`config.mk`:
```
export PLATFORM = sky130hd
export DESIGN_NAME = i2c_master_controller
export DESIGN_NICKNAME = d
export VERILOG_FILES = /design/src/rtl/i2c_master_controller.sv
export SDC_FILE = /design/constraint.sdc
export NUM_CORES = 1
export LEC_CHECK = 0
export CELL_PAD_IN_SITES_DETAIL_PLACEMENT = 1
export CELL_PAD_IN_SITES_GLOBAL_PLACEMENT = 2
export CORE_UTILIZATION = 31
export CTS_CLUSTER_SIZE = 28
export DETAILED_ROUTE_END_ITERATION = 7
export PLACE_DENSITY_LB_ADDON = 0.1
export SLEW_MARGIN = 20
export SYNTH_ARGS = -nofsm -noshare
export SYNTH_HDL_FRONTEND = slang
export SYNTH_SLANG_ARGS = --single-unit
```
`constraint.sdc`:
```
create_clock -name clk -period 2.1 [get_ports clk]
set_input_delay 0.42 -clock clk [delete_from_list [all_inputs] [get_ports clk]]
set_output_delay 0.42 -clock clk [all_outputs]
set_load 0.005 [all_outputs]
```
`src/rtl/i2c_master_controller.sv`:
```
// I2C bus master: START, address byte, data bytes with ACK handling, STOP.
// Write data is popped from a TX FIFO; read data is pushed to an RX FIFO.
// Optional build macro I2C_CLOCK_STRETCH_EN: honour slave clock stretching
// by holding the quarter counter at 0 in q2 while scl_in reads low.
module i2c_master_controller #(
    parameter int QUARTER = 125
) (
    input  logic       clk,
    input  logic       rst,
    input  logic       start_req,
    input  logic       rw_mode,
    input  logic [6:0] slave_addr,
    input  logic [7:0] byte_count,
    input  logic [7:0] tx_data,
    input  logic       tx_empty,
    output logic       tx_read_enable,
    output logic [7:0] rx_data,
    output logic       rx_write_enable,
    input  logic       sda_in,
    input  logic       scl_in,
    output logic       scl_out,
    output logic       sda_out,
    output logic       busy,
    output logic       done,
    output logic       nack_error,
    output logic       underrun
);
    localparam int CW = $clog2(QUARTER);

    typedef enum logic [3:0] {
        S_IDLE,
        S_START,
        S_ADDR,
        S_ADDR_ACK,
        S_LOAD,
        S_TX_BYTE,
        S_TX_ACK,
        S_RX_BYTE,
        S_RX_ACK,
        S_STOP
    } state_t;

    state_t        state, next_state;
    logic [CW-1:0] qcnt;
    logic [1:0]    phase;
    logic [2:0]    bit_idx;
    logic [7:0]    shreg;
    logic [7:0]    remaining;
    logic          rw_lat;
    logic          ack_lat;

    logic timing_run;
    logic stretch_hold;
    logic q_last;
    logic sample_pt;
    logic bit_end;
    logic set_nack;
    logic set_under;
    logic finish;

    // Bit timing only runs in states that occupy bus bit slots.
    assign timing_run = (state != S_IDLE) && (state != S_LOAD);

`ifdef I2C_CLOCK_STRETCH_EN
    // A slave holding SCL low at the start of the high phase freezes timing.
    assign stretch_hold = timing_run && (phase == 2'd2) && (qcnt == '0) && !scl_in;
`else
    logic scl_unused;
    assign scl_unused   = scl_in;
    assign stretch_hold = 1'b0;
`endif

    assign q_last    = timing_run && !stretch_hold && (qcnt == CW'(QUARTER - 1));
    assign sample_pt = q_last && (phase == 2'd2);
    assign bit_end   = q_last && (phase == 2'd3);
    assign busy      = (state != S_IDLE);

    // Quarter counter and phase; parked at zero whenever timing is not running.
    always_ff @(posedge clk) begin
        if (rst || !timing_run) begin
            qcnt  <= '0;
            phase <= 2'd0;
        end else if (!stretch_hold) begin
            if (q_last) begin
                qcnt  <= '0;
                phase <= phase + 2'd1;
            end else begin
                qcnt <= qcnt + CW'(1);
            end
        end
    end

    // State register.
    always_ff @(posedge clk) begin
        if (rst) state <= S_IDLE;
        else     state <= next_state;
    end

    // Next-state logic and line drive; SCL low in q0/q1, released in q2/q3.
    always_comb begin
        next_state     = state;
        tx_read_enable = 1'b0;
        set_nack       = 1'b0;
        set_under      = 1'b0;
        finish         = 1'b0;
        scl_out        = 1'b1;
        sda_out        = 1'b1;
        case (state)
            S_IDLE: begin
                if (start_req) next_state = S_START;
            end
            S_START: begin
                sda_out = (phase < 2'd2);
                if (bit_end) next_state = S_ADDR;
            end
            S_ADDR: begin
                scl_out = phase[1];
                sda_out = shreg[7];
                if (bit_end && bit_idx == 3'd7) next_state = S_ADDR_ACK;
            end
            S_ADDR_ACK: begin
                scl_out = phase[1];
                if (bit_end) begin
                    if (ack_lat) begin
                        set_nack   = 1'b1;
                        next_state = S_STOP;
                    end else if (remaining == 8'd0) begin
                        next_state = S_STOP;
                    end else if (rw_lat) begin
                        next_state = S_RX_BYTE;
                    end else begin
                        next_state = S_LOAD;
                    end
                end
            end
            S_LOAD: begin
                scl_out = 1'b0;
                if (tx_empty) begin
                    set_under  = 1'b1;
                    next_state = S_STOP;
                end else begin
                    tx_read_enable = 1'b1;
                    next_state     = S_TX_BYTE;
                end
            end
            S_TX_BYTE: begin
                scl_out = phase[1];
                sda_out = shreg[7];
                if (bit_end && bit_idx == 3'd7) next_state = S_TX_ACK;
            end
            S_TX_ACK: begin
                scl_out = phase[1];
                if (bit_end) begin
                    if (ack_lat) begin
                        set_nack   = 1'b1;
                        next_state = S_STOP;
                    end else if (remaining <= 8'd1) begin
                        next_state = S_STOP;
                    end else begin
                        next_state = S_LOAD;
                    end
                end
            end
            S_RX_BYTE: begin
                scl_out = phase[1];
                if (bit_end && bit_idx == 3'd7) next_state = S_RX_ACK;
            end
            S_RX_ACK: begin
                scl_out = phase[1];
                // ACK while more bytes are wanted, NACK on the final byte.
                sda_out = (remaining <= 8'd1);
                if (bit_end) next_state = (remaining <= 8'd1) ? S_STOP : S_RX_BYTE;
            end
            S_STOP: begin
                scl_out = (phase != 2'd0);
                sda_out = phase[1];
                if (bit_end) begin
                    finish     = 1'b1;
                    next_state = S_IDLE;
                end
            end
            default: next_state = S_IDLE;
        endcase
    end

    // Datapath: request latch, shift register, byte counter, status flags.
    always_ff @(posedge clk) begin
        if (rst) begin
            bit_idx         <= 3'd0;
            shreg           <= 8'h00;
            remaining       <= 8'h00;
            rw_lat          <= 1'b0;
            ack_lat         <= 1'b0;
            rx_data         <= 8'h00;
            rx_write_enable <= 1'b0;
            done            <= 1'b0;
            nack_error      <= 1'b0;
            underrun        <= 1'b0;
        end else begin
            done            <= finish;
            rx_write_enable <= 1'b0;
            if (set_nack)  nack_error <= 1'b1;
            if (set_under) underrun   <= 1'b1;
            case (state)
                S_IDLE: begin
                    if (start_req) begin
                        rw_lat     <= rw_mode;
                        remaining  <= byte_count;
                        shreg      <= {slave_addr, rw_mode};
                        bit_idx    <= 3'd0;
                        nack_error <= 1'b0;
                        underrun   <= 1'b0;
                    end
                end
                S_ADDR, S_TX_BYTE: begin
                    if (bit_end) begin
                        shreg   <= {shreg[6:0], 1'b0};
                        bit_idx <= bit_idx + 3'd1;
                    end
                end
                S_ADDR_ACK: begin
                    if (sample_pt) ack_lat <= sda_in;
                end
                S_LOAD: begin
                    if (!tx_empty) begin
                        shreg   <= tx_data;
                        bit_idx <= 3'd0;
                    end
                end
                S_TX_ACK: begin
                    if (sample_pt) ack_lat <= sda_in;
                    if (bit_end && remaining != 8'd0) remaining <= remaining - 8'd1;
                end
                S_RX_BYTE: begin
                    if (sample_pt) begin
                        shreg <= {shreg[6:0], sda_in};
                        if (bit_idx == 3'd7) begin
                            rx_data         <= {shreg[6:0], sda_in};
                            rx_write_enable <= 1'b1;
                        end
                    end
                    if (bit_end) bit_idx <= bit_idx + 3'd1;
                end
                S_RX_ACK: begin
                    if (bit_end && remaining != 8'd0) remaining <= remaining - 8'd1;
                end
                default: ;
            endcase
        end
    end

endmodule

```
# Word level (Yosys, flattened, before mapping)
# Index checks and enable logic that the tools add are counted.
word_totals:
  reg_bits: 46
  latchBits: 0
  mem_bits_rw: 0
  romBits: 0
  inputBits: 30
  out_inout_bits: 16
  mem_count: 0
classes:
  addsub: 4
  multipliers: 0
  div: 0
  n_lt_le_gt_ge: 2
  eq_ne: 28
  n_shift: 0
  mux: 46
  bitwise_logic: 3
  reduce_logical: 31
ops:
  columns: ["operator", "count"]
  rows:
  - ["two-way mux 4 bit", 15]
  - ["two-way mux 8 bit", 6]
  - ["one-hot mux 4 bit (10 select lines)", 1]
  - ["one-hot mux 8 bit (4 select lines)", 1]
  - ["!= test 2 bit (second input constant)", 11]
  - ["== test 4 x 3 -> 1 bit (second input constant)", 4]
  - ["one-hot mux 8 bit (2 select lines)", 1]
  - ["two-way mux 1 bit", 15]
  - ["OR reduction 2 bit", 5]
  - ["two-way mux 3 bit", 3]
  - ["one-hot mux 3 bit (3 select lines)", 1]
  - ["AND reduction 9 bit", 1]
  - ["== test 4 x 2 -> 1 bit (second input constant)", 2]
  - ["== test 4 bit (second input constant)", 2]
  - ["less-or-equal comparator 8 x 1 -> 1 bit (second input constant)", 1]
  - ["logical NOT 8 bit", 1]
  - ["nonzero test 4 bit", 2]
  - ["nonzero test 8 bit", 1]
  - ["subtractor 8 x 1 -> 8 bit (second input constant)", 1]
  - ["adder 7 x 1 -> 7 bit (second input constant)", 1]
  - ["== test 7 bit (second input constant)", 1]
  - ["logical AND 1 bit", 6]
  - ["!= test 2 x 1 -> 1 bit (second input constant)", 3]
  - ["AND reduction 3 bit", 2]
  - ["21 further kinds", 27]

# Depth between registers and ports, before layout
depth:
  ltp_word: 9
  ltp_mapped: 8
  ltp_nobuf: 7

# Least setup slack after synthesis
# No wires, ideal clock.
synth_timing:
  path_kind: "register to register"
  from: "register remaining[0]"
  to: "register remaining[7]"
  setup_time_ns: 0.070
  arrival_ns: 1.836
  slack_ns: 0.193
  stages_incl_launch_ff: 6
  path_buffers: 0
  period_less_slack_ns: 1.907
  cell_sequence: "dfxtp_1 or4_4 or4_1 or3_1 a21o_1 a21oi_1"
synth_via:
  elab_chain_len: 4
synth_rtl:
  columns: ["element", "line", "rtl"]
  rows:
  - ["start: declaration", "48", "logic [7:0] remaining;"]
  - ["start signal: assignment", "208", "remaining <= byte_count;"]
  - ["start signal: assignment", "232", "if (bit_end && remaining != 8'd0) remaining <= remaining - 8'd1;"]
  - ["start signal: assignment", "245", "if (bit_end && remaining != 8'd0) remaining <= remaining - 8'd1;"]
  - ["parallel branches: the longest is 4 deep, another holds subtractor 8 x 1 -> 8 bit", null, null]
# Several ways; the timed one is not identified. The select of a mux whose other input is x is not followed.
# A chain may end at the register's enable or synchronous reset.

# Worst setup path in the final report
layout_timing:
  from: "register remaining[6]"
  to: "output port sda_out"
layout_via:
  elab_chain_len: 2
layout_rtl:
  columns: ["element", "line", "rtl"]
  rows:
  - ["less-or-equal comparator 8 x 1 -> 1 bit", "171", "sda_out = (remaining <= 8'd1);"]
  - ["one-hot mux 1 bit (4 select lines)", "108", "case (state)"]
  - ["end: declaration", "22", "output logic sda_out,"]
# No other way between the ends.

==> results.py <==
metrics = {
    "grt": {
        "grt_pass1_wl_mm": 15.2,
        "grtUsageTotal_pct": 21.5,
        "grt_pass1_vias": 3000,
        "grt_max_degree": 26,
        "groute.layer.met3.usage_pct": 3.32,
        "grt-busiest-layer": "met2",
        "use_met1_pct": 29.6,
        "grt_antenna_before_repair": 0,
        "grt_overflow": 0,
        "grtUsageMet2_pct": 34.5,
    },
    "timing": {
        "rsz0062_at_grt": "true",
        "period_minus_slack_ps": 2220,
        "maxSlewViolCount": 0,
        "period_share_pct": 106,
        "fin_hold_ws_ps": 465,
        "setup_ws_ps": -125,
        "max-slew-margin-rel_pct": 70.4,
        "clock_skew_ps": 12.9,
        "max_freq_mhz": 449,
        "worstMarginPinSlew_ps": 443,
        "final-hold-violation-count": 0,
        "setup_violations": 2,
    },
    "power": {
        "comb_power_share_pct": 56.7,
        "p_seq_share_pct": 28.1,
        "leakagePower_uw": 0.00165,
        "pwr-share-clk_pct": 15.2,
        "power_density_mw_per_mm2": 935,
        "ir_worst_vdd_uv": 375,
        "swShare_pct": 38.8,
        "intPower_uw": 2380,
        "p_sw_uw": 1510,
    },
    "synth": {
        "synth_cell_types": 55,
        "netlist_area_mm2": 0.00274,
        "syn_nets": 381,
        "synth_async_sr_flop_share_pct": 0,
        "ys_warn_count": 0,
        "synth_area_per_cell_um2": 8.02,
        "yosys_most_used_dff": "dfxtp_1",
        "ys_seq_elements": 46,
        "synth_edf_count": 0,
        "ys_seq_area_share_pct": 33.6,
        "synthCells": 342,
    },
    "critical_path": {
        "r2r_cells": 7,
        "endpoint": "sda_out",
        "cp-startpoint": "remaining[6]$_SDFFE_PP0P_",
        "worstPathCellList": "or4_4, o311ai_4, o21ai_1, a21oi_1, buf_2",
        "rrSetupSlack_ps": -110,
        "cp.arrival_ps": 1800,
        "cp-end-kind": "output pin",
        "max_stage_delay_ps": 550,
        "reg2reg_from": "remaining[0]$_SDFFE_PP0P_",
        "critPathMaxFanout": 2,
        "critPathSlowestCell": "or4_4",
        "cp_data_required_time_ps": 1680,
        "r2r_end": "remaining[7]$_SDFFE_PP0P_",
        "crit_type": "flip-flop to output pin",
        "start_kind": "flip-flop",
    },
    "final_layout": {
        "fin_nets": 502,
        "drive_above_1_share_pct": 30.4,
        "final_area_mm2": 0.00416,
        "n_antenna_cell": 0,
        "fin_util_pct": 49.6,
        "syn2layout_area_growth_pct": 51.7,
    },
    "clock_network": {
        "ctsHoldBuffers": 0,
        "cts.sinks": 46,
        "cts_tree": "yes",
        "root_buffer": "clkbuf_8",
        "clockBufferDepth": 2,
        "cts.clk_slew.worst_paths_ps": 90,
        "h-tree-depth": 2,
        "clk_latency_ps": 310,
        "cts_buffers": 5,
    },
    "placed_design": {
        "gp_congestion": 0.852,
        "dp_hpwl_mm": 6.73,
        "io_buffer_count": 44,
        "pre_cts_slack_ps": -321,
        "place_area_mm2": 0.00374,
    },
    "detailed_routing": {
        "wl_per_cell_um": 16.7,
        "vias_per_cell": 5.24,
        "drc_errors": 0,
        "drt_iter0_drc": 73,
        "first_pass_iters": 5,
        "vias": 2981,
        "ant_nets": 0,
        "drt-total-wl_mm": 9.51,
    },
    "die": {
        "die_y_um": 96.0,
        "placementRows": 33,
        "die_width_um": 96.0,
        "coreArea_mm2": 0.00838,
        "ioPinCount": 46,
        "die_area_mm2": 0.00922,
        "initial_core_util_pct": 32.7,
    },
    "status": {
        "outcome": "finished, violations left",
        "failed_checks": "setup timing",
    },
    "hold_path": {
        "hold_depth": 2,
        "hold_class": "flip-flop to flip-flop",
    },
    "run": {
        "cap_viol_max_count": 0,
    },
}
-- logic make-up (layout without fill, tap and decap cells) --
logic type | Yosys count | after routing | synth area share [%]
AO/OA/AOI/OAI | 96 | 97 | 23.6
XOR/XNOR | 6 | 6 | 1.92
adder cells (fa/ha/maj) | 10 | 10 | 4.47
buffers and inverters | 31 | 152 | 4.70
flip-flops | 46 | 46 | 33.6
multiplexers | 13 | 13 | 4.79
AND/OR/NAND/NOR | 140 | 140 | 27.0
-- power by group through the flow --
stage	Clock, uW	Sequential, uW	Combinational [uW]
after CTS	620	1120	1940
after global placement	0	1130	1690
after floorplan	0	1090	905
after global routing	643	1110	2390
after detailed placement	0	1130	1740
final	590	1090	2200
-- cell usage after synthesis (5+ instances only) --
cell       n  area (um2)
inv_1     11        41.3
a21o_1    13        97.6
o21ai_0   13        65.1
a22oi_1    8        60.1
nor3_1    10        50.1
nand2_1   34         128
ha_1       9         113
dfxtp_1   46         921
nor3b_1    5        37.5
nand3_1    6        30.0
a21oi_1   32         160
nor2b_1    9        56.3
buf_2     10        50.1
mux2i_1   12         120
clkbuf_1   6        22.5
nor2_1    38         143
or3_1      5        31.3
-- flip-flops by register name, summed over array words and instances (netlist names) --
register / cells
shreg: 8
rx_write_enable: 1
nack_error: 1
remaining: 8
rx_data: 8
ack_lat: 1
phase: 2
underrun: 1
done: 1
rw_lat: 1
bit_idx: 3
state: 4
qcnt: 7
-- timing repair --
item	CTS	global route
resized for setup	25	29
endpoints found under the setup margin	22	22
setup buffers	12	8
pin swaps	3	10
cloned	1	0
-- metal layers --
metal	up-vias	wire length (um)
met5	-	0
met4	0	110
met3	11	264
met2	42	4470
met1	1457	4670
li1	1471	-
-- critical path, delay by kind of cell, from the launching register on --
family	cells	cell delay (ps)
DFF	1	320
AOI/OAI and AO/OA	3	480
buffers and inverters	1	150
and+or+nand+nor	1	550
-- placed cells by master (no fill, tap or decap), types with 3 or more instances in the layout --
master           synthesis  routed
o31ai_1                  3       3
dfxtp_1                 46      40
o21ai_0                 13       9
nor2b_1                  9       8
or2_2                    4       4
and2_1                   3       3
inv_1                   11      10
clkdlybuf4s50_1          0      40
dfxtp_4                  0       4
ha_1                     9       8
nor3b_1                  5       3
buf_12                   0       3
nand2_1                 34      33
or3_1                    5       4
buf_4                    0      84
o21ai_1                  4       6
nand4_1                  3       3
xnor2_1                  4       4
a21oi_1                 32      30
or4_4                    1       3
nor2_1                  38      37
nor3_1                  10       9
a22oi_1                  8       8
nand3_1                  6       5
a21o_1                  13      13
clkbuf_8                 0       5
mux2i_1                 12      12
nand2b_1                 4       4
-- worst min path at each step --
stage / from / end / slack (ps)
after floorplan: qcnt[0]$_SDFF_PP0_ / qcnt[0]$_SDFF_PP0_ / 430
after global placement: qcnt[0]$_SDFF_PP0_ / qcnt[0]$_SDFF_PP0_ / 440
after detailed placement: bit_idx[1]$_SDFFE_PP0P_ / bit_idx[1]$_SDFFE_PP0P_ / 450
after CTS: shreg[7]$_SDFFE_PP0P_ / shreg[7]$_SDFFE_PP0P_ / 470
after global routing: shreg[7]$_SDFFE_PP0P_ / shreg[7]$_SDFFE_PP0P_ / 500
final: shreg[7]$_SDFFE_PP0P_ / shreg[7]$_SDFFE_PP0P_ / 460
-- layout make-up --
cell class / instances / area, um2
multi-input cells: 266 / 1810
clock buffers: 5 / 68.8
well taps: 105 / 131
flip-flops and latches: 46 / 938
clock inverters: 3 / 23.8
fillers: 1000 / 4220
repair buffers: 133 / 1150
inverters: 11 / 41.3
-- metrics by stage --
step	std cells	total power (uW)	TNS [ps]
floorplan	342	1990	0
global placement	540	2820	-2560
detailed placement	540	2870	-2830
CTS	561	3680	-162
global route	569	4140	-388
finish	569	3890	-230
No activity file was read; power rests on OpenSTA's default activity.
